==> src/rtl/qed_inst_issuer_if.sv <==
// Host-load and core-issue signal bundle for qed_inst_issuer.
// slave = the issuer; master = the host plus the core (or a testbench standing in for both).
interface qed_inst_issuer_if #(
  parameter int unsigned DEPTH = 16
);
  localparam int unsigned LEN_W = $clog2(DEPTH) + 1;

  logic             in_valid;
  logic             in_ready;
  logic [31:0]      in_instr;
  logic             in_last;
  logic             pipeline_stall;
  logic [31:0]      instruction;
  logic             qed_exec_dup;
  logic             issue_valid;
  logic [LEN_W-1:0] batch_len;
  logic             batch_done;

  modport master (
    output in_valid, in_instr, in_last, pipeline_stall,
    input  in_ready, instruction, qed_exec_dup, issue_valid, batch_len, batch_done
  );

  modport slave (
    input  in_valid, in_instr, in_last, pipeline_stall,
    output in_ready, instruction, qed_exec_dup, issue_valid, batch_len, batch_done
  );
endinterface

==> src/rtl/qed_inst_issuer.sv <==
// Loads a batch of original instructions, issues it as originals and then as duplicates, and pads with NOPs.
// Define QED_ISSUE_INTERLEAVE_EN to alternate original/duplicate copies per entry instead of issuing whole passes.
module qed_inst_issuer #(
  parameter int unsigned DEPTH        = 16,
  parameter int unsigned DRAIN_CYCLES = 5,
  parameter logic [31:0] NOP_INSTR    = 32'h00000013
) (
  input logic              clk,
  input logic              reset,
  qed_inst_issuer_if.slave bus
);
  localparam int unsigned PTR_W = $clog2(DEPTH);
  localparam int unsigned LEN_W = PTR_W + 1;
  localparam int unsigned CNT_W = $clog2(DRAIN_CYCLES) + 1;

  localparam logic [1:0] ST_LOAD  = 2'd0;
`ifdef QED_ISSUE_INTERLEAVE_EN
  localparam logic [1:0] ST_ISSUE = 2'd1;
`else
  localparam logic [1:0] ST_ORIG  = 2'd1;
  localparam logic [1:0] ST_DUP   = 2'd2;
`endif
  localparam logic [1:0] ST_DRAIN = 2'd3;

  logic [1:0]       r_state,     w_state_nxt;
  logic [PTR_W-1:0] r_wr_ptr,    w_wr_ptr_nxt;
  logic [PTR_W-1:0] r_rd_idx,    w_rd_idx_nxt;
  logic [LEN_W-1:0] r_batch_len, w_batch_len_nxt;
  logic [CNT_W-1:0] r_drain_cnt, w_drain_cnt_nxt;
  logic [31:0]      r_buf [DEPTH];
`ifdef QED_ISSUE_INTERLEAVE_EN
  logic             r_phase,     w_phase_nxt;
`endif

  logic w_xfer;
  logic w_consume;
  logic w_last_rd;
  logic w_last_drain;
  logic w_issuing;

  assign w_xfer       = bus.in_valid && (r_state == ST_LOAD);
  assign w_consume    = (r_state != ST_LOAD) && !bus.pipeline_stall;
  assign w_last_rd    = (LEN_W'(r_rd_idx) == (r_batch_len - LEN_W'(1)));
  assign w_last_drain = (r_drain_cnt == CNT_W'(DRAIN_CYCLES - 1));

  // Next-state and counter updates; every register holds unless its state consumes or loads.
  always_comb begin
    w_state_nxt     = r_state;
    w_wr_ptr_nxt    = r_wr_ptr;
    w_rd_idx_nxt    = r_rd_idx;
    w_batch_len_nxt = r_batch_len;
    w_drain_cnt_nxt = r_drain_cnt;
`ifdef QED_ISSUE_INTERLEAVE_EN
    w_phase_nxt     = r_phase;
`endif
    case (r_state)
      ST_LOAD: begin
        if (w_xfer) begin
          w_wr_ptr_nxt = r_wr_ptr + PTR_W'(1);
          if (bus.in_last || (r_wr_ptr == PTR_W'(DEPTH - 1))) begin
            w_batch_len_nxt = LEN_W'(r_wr_ptr) + LEN_W'(1);
            w_rd_idx_nxt    = '0;
`ifdef QED_ISSUE_INTERLEAVE_EN
            w_state_nxt     = ST_ISSUE;
            w_phase_nxt     = 1'b0;
`else
            w_state_nxt     = ST_ORIG;
`endif
          end
        end
      end
`ifdef QED_ISSUE_INTERLEAVE_EN
      // Phase 0 presents the original copy, phase 1 the duplicate of the same entry.
      ST_ISSUE: begin
        if (w_consume) begin
          w_phase_nxt = !r_phase;
          if (r_phase) begin
            if (w_last_rd) begin
              w_state_nxt     = ST_DRAIN;
              w_rd_idx_nxt    = '0;
              w_drain_cnt_nxt = '0;
            end else begin
              w_rd_idx_nxt = r_rd_idx + PTR_W'(1);
            end
          end
        end
      end
`else
      ST_ORIG: begin
        if (w_consume) begin
          if (w_last_rd) begin
            w_state_nxt  = ST_DUP;
            w_rd_idx_nxt = '0;
          end else begin
            w_rd_idx_nxt = r_rd_idx + PTR_W'(1);
          end
        end
      end
      ST_DUP: begin
        if (w_consume) begin
          if (w_last_rd) begin
            w_state_nxt     = ST_DRAIN;
            w_rd_idx_nxt    = '0;
            w_drain_cnt_nxt = '0;
          end else begin
            w_rd_idx_nxt = r_rd_idx + PTR_W'(1);
          end
        end
      end
`endif
      ST_DRAIN: begin
        if (w_consume) begin
          if (w_last_drain) begin
            w_state_nxt  = ST_LOAD;
            w_wr_ptr_nxt = '0;
          end else begin
            w_drain_cnt_nxt = r_drain_cnt + CNT_W'(1);
          end
        end
      end
      default: w_state_nxt = ST_LOAD;
    endcase
  end

  always_ff @(posedge clk) begin
    if (reset) begin
      r_state     <= ST_LOAD;
      r_wr_ptr    <= '0;
      r_rd_idx    <= '0;
      r_batch_len <= '0;
      r_drain_cnt <= '0;
`ifdef QED_ISSUE_INTERLEAVE_EN
      r_phase     <= 1'b0;
`endif
    end else begin
      r_state     <= w_state_nxt;
      r_wr_ptr    <= w_wr_ptr_nxt;
      r_rd_idx    <= w_rd_idx_nxt;
      r_batch_len <= w_batch_len_nxt;
      r_drain_cnt <= w_drain_cnt_nxt;
`ifdef QED_ISSUE_INTERLEAVE_EN
      r_phase     <= w_phase_nxt;
`endif
    end
  end

  // Batch storage needs no reset; only entries below batch_len are ever read.
  always_ff @(posedge clk) begin
    if (w_xfer) begin
      r_buf[r_wr_ptr] <= bus.in_instr;
    end
  end

`ifdef QED_ISSUE_INTERLEAVE_EN
  assign w_issuing        = (r_state == ST_ISSUE);
  assign bus.qed_exec_dup = w_issuing && r_phase;
`else
  assign w_issuing        = (r_state == ST_ORIG) || (r_state == ST_DUP);
  assign bus.qed_exec_dup = (r_state == ST_DUP);
`endif

  assign bus.in_ready    = (r_state == ST_LOAD);
  assign bus.issue_valid = w_issuing;
  assign bus.instruction = w_issuing ? r_buf[r_rd_idx] : NOP_INSTR;
  assign bus.batch_len   = r_batch_len;
  assign bus.batch_done  = (r_state == ST_DRAIN) && w_consume && w_last_drain;

endmodule

==> src/flat_wrapper.sv <==
// flat-port wrapper written by rule: the top's interface ports become plain ports
module qed_inst_issuer_flat 
#(
  parameter int unsigned DEPTH        = 16,
  parameter int unsigned DRAIN_CYCLES = 5,
  parameter logic [31:0] NOP_INSTR    = 32'h00000013
)
  (clk, reset, bus_in_valid, bus_in_instr, bus_in_last, bus_pipeline_stall, bus_in_ready, bus_instruction, bus_qed_exec_dup, bus_issue_valid, bus_batch_len, bus_batch_done);
  qed_inst_issuer_if #(.DEPTH(DEPTH)) bus_i ();
  input logic clk;
  input logic reset;
  input wire logic [$bits(bus_i.in_valid)-1:0] bus_in_valid;
  input wire logic [$bits(bus_i.in_instr)-1:0] bus_in_instr;
  input wire logic [$bits(bus_i.in_last)-1:0] bus_in_last;
  input wire logic [$bits(bus_i.pipeline_stall)-1:0] bus_pipeline_stall;
  output wire logic [$bits(bus_i.in_ready)-1:0] bus_in_ready;
  output wire logic [$bits(bus_i.instruction)-1:0] bus_instruction;
  output wire logic [$bits(bus_i.qed_exec_dup)-1:0] bus_qed_exec_dup;
  output wire logic [$bits(bus_i.issue_valid)-1:0] bus_issue_valid;
  output wire logic [$bits(bus_i.batch_len)-1:0] bus_batch_len;
  output wire logic [$bits(bus_i.batch_done)-1:0] bus_batch_done;
  assign bus_i.in_valid = bus_in_valid;
  assign bus_i.in_instr = bus_in_instr;
  assign bus_i.in_last = bus_in_last;
  assign bus_i.pipeline_stall = bus_pipeline_stall;
  assign bus_in_ready = bus_i.in_ready;
  assign bus_instruction = bus_i.instruction;
  assign bus_qed_exec_dup = bus_i.qed_exec_dup;
  assign bus_issue_valid = bus_i.issue_valid;
  assign bus_batch_len = bus_i.batch_len;
  assign bus_batch_done = bus_i.batch_done;
  qed_inst_issuer #(.DEPTH(DEPTH), .DRAIN_CYCLES(DRAIN_CYCLES), .NOP_INSTR(NOP_INSTR)) u_core (.clk(clk), .reset(reset), .bus(bus_i));
endmodule
==> config.mk <==
export PLATFORM = sky130hd
export DESIGN_NAME = qed_inst_issuer_flat
export DESIGN_NICKNAME = d
export VERILOG_FILES = /design/src/rtl/qed_inst_issuer_if.sv /design/src/rtl/qed_inst_issuer.sv /design/src/flat_wrapper.sv
export SDC_FILE = /design/constraint.sdc
export NUM_CORES = 1
export LEC_CHECK = 0
export CAP_MARGIN = 40
export CORE_ASPECT_RATIO = 1.25
export CORE_UTILIZATION = 34
export DETAILED_ROUTE_END_ITERATION = 8
export PLACE_DENSITY = 0.48
export SETUP_SLACK_MARGIN = 0.02
export SYNTH_ARGS = -nofsm -noshare
export SYNTH_HDL_FRONTEND = slang
export SYNTH_SLANG_ARGS = --single-unit
==> constraint.sdc <==
create_clock -name clk -period 4.2 [get_ports clk]
set_input_delay 0.84 -clock clk [delete_from_list [all_inputs] [get_ports clk]]
set_output_delay 0.84 -clock clk [all_outputs]
set_load 0.05 [all_outputs]
# == Word-level counts from Yosys, hierarchy flattened ==
# Memory sizes are Yosys's and may differ from the RTL's. A register that Yosys moved wholly into a read port is not among the register bits.
# Index checks and enable logic that the tools add are counted.
# totals
register_bits,19
ramBits,512
inputBits,37
out_inout_bits,41
wordCells,73
memories,1
# op_classes
n_addsub,5
eq_ne,16
muxes,28
reduce_logical,18
# memory_table
memory,depth,word_bits,read_ports,rd_ports_with_merged_regs,wr,line_no,rtl
u_core.r_buf,16,32,1,1,1,qed_inst_issuer.sv:30,logic [31:0] r_buf [DEPTH];
# ops
op,count
$mux 4,13
$mux 32,1
$pmux 4 s2,3
$ne 2x1->1 const B,9
$mux 2,8
$add 4x1->4 const B,3
$pmux 2 s4,1
$reduce_and 4->1,2
$reduce_and 8->1,1
$reduce_bool 2->1,4
$add 4x1->5 const B,1
$eq 4x5->1,1
$reduce_and 5->1,1
$sub 5x1->5 const B,1
$eq 2x2->1 const B,2
$eq 4x3->1 const B,1
$eq 4x4->1 const B,1
$logic_and 1x1->1,4
$reduce_and 3->1,1
$eq 2x1->1 const B,1
$logic_not 2->1,1
$logic_or 1x1->1,2
$mux 1,2
$ne 2x2->1 const B,1
2 further kinds,2

# == Depth between registers and ports, before layout ==
# logic_depth
word_depth,7
ltp_mapped,8
ltp_nobuf,7

# == Least setup slack after synthesis ==
# OpenSTA, ideal clock, no wires.
# synth_timing
kind,flip-flop to flip-flop
from,reg u_core.r_state[1]
to,"mem u_core.r_buf[3][0], enable pin"
setup_ns,0.461
t_arrival_ns,3.674
required_time_ns,3.739
slack_ns,0.065
stages_incl_launch_ff,6
path_buffers,0
synth_period_minus_slack_ns,4.135
cell_sequence,dfxtp_1 -> inv_1 -> ha_1 -> and2_0 -> nand2_1 -> nor3_1
# synth_via
elab_chain_cells,4
# synth_rtl
element,line_no,rtl
start: declaration,qed_inst_issuer.sv:25,"logic [1:0] r_state, w_state_nxt;"
start signal: assignment,qed_inst_issuer.sv:136,r_state <= w_state_nxt;
$logic_not 2->1,--,
named net bus_in_ready,flat_wrapper.sv:16,output wire logic [$bits(bus_i.in_ready)-1:0] bus_in_ready;
$logic_and 1x1->1,qed_inst_issuer.sv:41,assign w_xfer = bus.in_valid && (r_state == ST_LOAD);
$mux 1,qed_inst_issuer.sv:149,if (w_xfer) begin
$mux 1 (not written as such),qed_inst_issuer.sv:150,r_buf[r_wr_ptr] <= bus.in_instr;
end: declaration,qed_inst_issuer.sv:30,
# The timed path passes the listed nets, and every way through them passes these cells.

==> qor.yml <==
status:
  outcome: "complete, no violations"
pwr:
  sw_frac_of_total_pct: 22.4
  power_density_nw_per_um2: 468
  intPower_uw: 9010
  p_comb_share_pct: 7.8
  power_frac_seq_pct: 51.4
  switchingPower_uw: 2610
  p_leak_uw: 0.00766
  power_frac_clock_pct: 40.9
  vdd_drop_max_mv: 0.293
sta:
  skew_ps: 26.8
  rsz0062_at_grt: "no"
  setup_slack_ps: 125
  finalSetupViolCount: 0
  fmax_mhz: 245
  period_needed_ps: 4080
  fin_crit_sh_pct: 97.0
  finalHoldViolCount: 0
  maxSlewHeadroom_pct: 44.3
  hold_ws_ps: 506
  drv_slew: 0
  tns_ps: 0
  worstMarginPinSlew_ps: 831
logic_synthesis:
  synth-simple-area-share_pct: 3.04
  async_flop_share_pct: 0
  postSynthCellCount: 926
  synth_xor_area_share_pct: 0.294
  synth-warning-count: 0
  synthesis.nets: 975
  synth_top_family_by_area: "multiplexers"
  synth-adder-area-share_pct: 0.720
  synth-compound-area-share_pct: 1.37
  yosysSeqAreaShare_pct: 76.0
  syn-cell-area_um2: 20800
  ys_seq_elements: 535
  avgSynthCellArea_um2: 22.5
  synth_edf_count: 512
  yosys-mux-area-fraction_pct: 17.3
  synthFlopType: "edfxtp_1"
  synth_cell_types: 49
finish:
  layout.nets: 1106
  drive_above_1_share_pct: 27.8
  synthToLayoutAreaGrowth_pct: 19.0
critical_path:
  crit_fanout: 32
  cp.required_ps: 3360
  arrival_ps: 3240
  start_kind: "flip-flop"
  cp-end-kind: "output port"
  crit_type: "flip-flop to output port"
  rr_worst_depth: 8
detailed_routing:
  vias: 9817
  routedWlPerCell_um: 26.5
  drtIter0Drc: 770
  drt_wl_total_mm: 49.8
  via_per_inst: 5.24
  drc: 0
  drt_pass1_iterations: 5
  antenna_left: 0
global_route:
  grtUsageMet1_pct: 21.4
  grt_use_total_pct: 16.3
  grt_overflow_total: 0
  first_global_vias: 10388
  groute.layer.met2.usage_pct: 28.0
  grt_max_degree: 54
  use_met3_pct: 2.71
  grt_most_used_layer: "met2"
  grt_pass1_wl_mm: 72.6
  grt_antenna_before_repair: 5
clock_network:
  cts_tree: "done"
  clkLatencyLatePin_ps: 600
  cts-root-buf: "clkbuf_16"
  cts.clk_slew.worst_paths_ps: 70
  hold_buffers: 0
  cts_buffers: 54
  h-tree-depth: 2
  clockBufferDepth: 3
  clock_sinks: 535
placed_design:
  io_buffers: 77
  dp_hpwl_mm: 26.1
  gp_congestion: 0.696
  pre_cts_slack_ps: 550
die:
  ios: 78
  fp.dieH_um: 279
  start_util_pct: 34.4
  rows: 101
  die_width_um: 223
  dieArea_um2: 62300
  core_area_um2: 60700
hold_path:
  min_path_cells: 2
  worstHoldPathType: "flip-flop to flip-flop"
job:
  drv_cap: 0
layout by cell type (no fill, tap or decap), types with 3 or more instances in the layout:
master             n
clkinv_1           6
nand3_1           14
o21ai_0            4
buf_12            21
edfxtp_1         512
nor2_4            12
clkinv_2          11
clkbuf_1          18
a211oi_1           4
a31oi_1            3
inv_1             10
nor3_1             5
dfxtp_1           19
mux4_2           160
clkdlybuf4s50_1   50
a21oi_1            9
nor2_1            17
xnor2_1            5
dlymetal6s2s_1     8
nand2b_1           8
nand2_1           13
dlygate4sd2_1     19
and2_1            29
bufinv_16          5
buf_4             20
clkbuf_16         54
nor3_2             4
dfxtp_4            3
ha_1              11
clkinvlp_4         3
worst paths after layout:
path,from,to,slack [ps]
max,flip-flop,bus_instruction[2],120
min,u_core.r_drain_cnt[1],u_core.r_drain_cnt[1],510
max reg2reg,u_core.r_state[0],flip-flop,1460
min reg2reg,u_core.r_drain_cnt[1],u_core.r_drain_cnt[1],510
synthesized netlist by cell type (4+ instances only):
cell type	number	area share (%)
edfxtp_1	512	74
nor2_1	29	0.52
buf_2	5	0.12
ha_1	12	0.72
buf_1	7	0.13
mux4_2	160	17
dfxtp_1	23	2.2
a211oi_1	4	0.14
nand2_1	13	0.23
o21ai_0	4	0.096
buf_4	11	0.40
nor3_1	9	0.22
nand3_1	14	0.34
inv_1	10	0.18
xnor2_1	5	0.21
and2_1	29	0.87
a21oi_1	9	0.22
nand2b_1	8	0.24
clkbuf_1	19	0.34
layer usage:
layer  wire length, µm  vias to the layer above
met4               974                        6
li1                  -                     4179
met2             25700                      193
met5                36                        -
met1             21200                     5372
met3              1790                       67
final cells by class:
cell class                      instances  area (µm²)
Tap cell                              772         966
Timing Repair Buffer                  120        1380
Clock inverter                         27         287
Inverter                               10        37.5
Clock buffer                           74        1450
Multi-Input combinational cell        336        4850
Antenna cell                            1        2.50
Fill cell                            5318       35800
Sequential cell                       535       15800
worst max-delay path, cell delays in order, from the launching register on:
cell and delay [ps]:
dfxtp_4 410, buf_12 270, mux4_2 570, mux4_2 470
and2_1 170, clkdlybuf4s50_1 690
power groups by stage:
stage               logic [µW]  registers (µW)  clock network [µW]
detailed placement         946            6080                   0
global route               971            5970                5060
CTS                        932            5970                4880
finish                     903            5970                4750
global placement           941            6080                   0
floorplan                  547            6090                   0
cells by family after synthesis:
group                      Yosys count
AOI/OAI and AO/OA                   38
adders and majority gates           12
and+or+nand+nor                    119
DFF                                535
xor gates and xnor gates             7
buffers and inverters               55
muxes                              160
sequential cells by signal, summed over array words and instances (netlist names), named ones only:
name	count
u_core.r_buf	512
u_core.r_rd_idx	4
u_core.r_drain_cnt	4
u_core.bus.batch_len	5
u_core.r_wr_ptr	4
u_core.r_state	2
timing repair:
item	in CTS	in global routing
hold endpoints to repair	0	0
endpoints found under the setup margin	24	8
resized for setup	20	8
setup buffers	1	0
metrics by stage:
stage	std cells	power, µW	util [%]	instance area, µm²
floorplan	926	6640	-	20800
global placement	1772	7020	38.0	23100
detailed placement	1772	7030	38.0	23100
CTS	1874	11800	40.9	24800
global route	1875	12000	40.9	24800
finish	1875	11600	40.9	24800
Power figures use the tool's default switching activity.
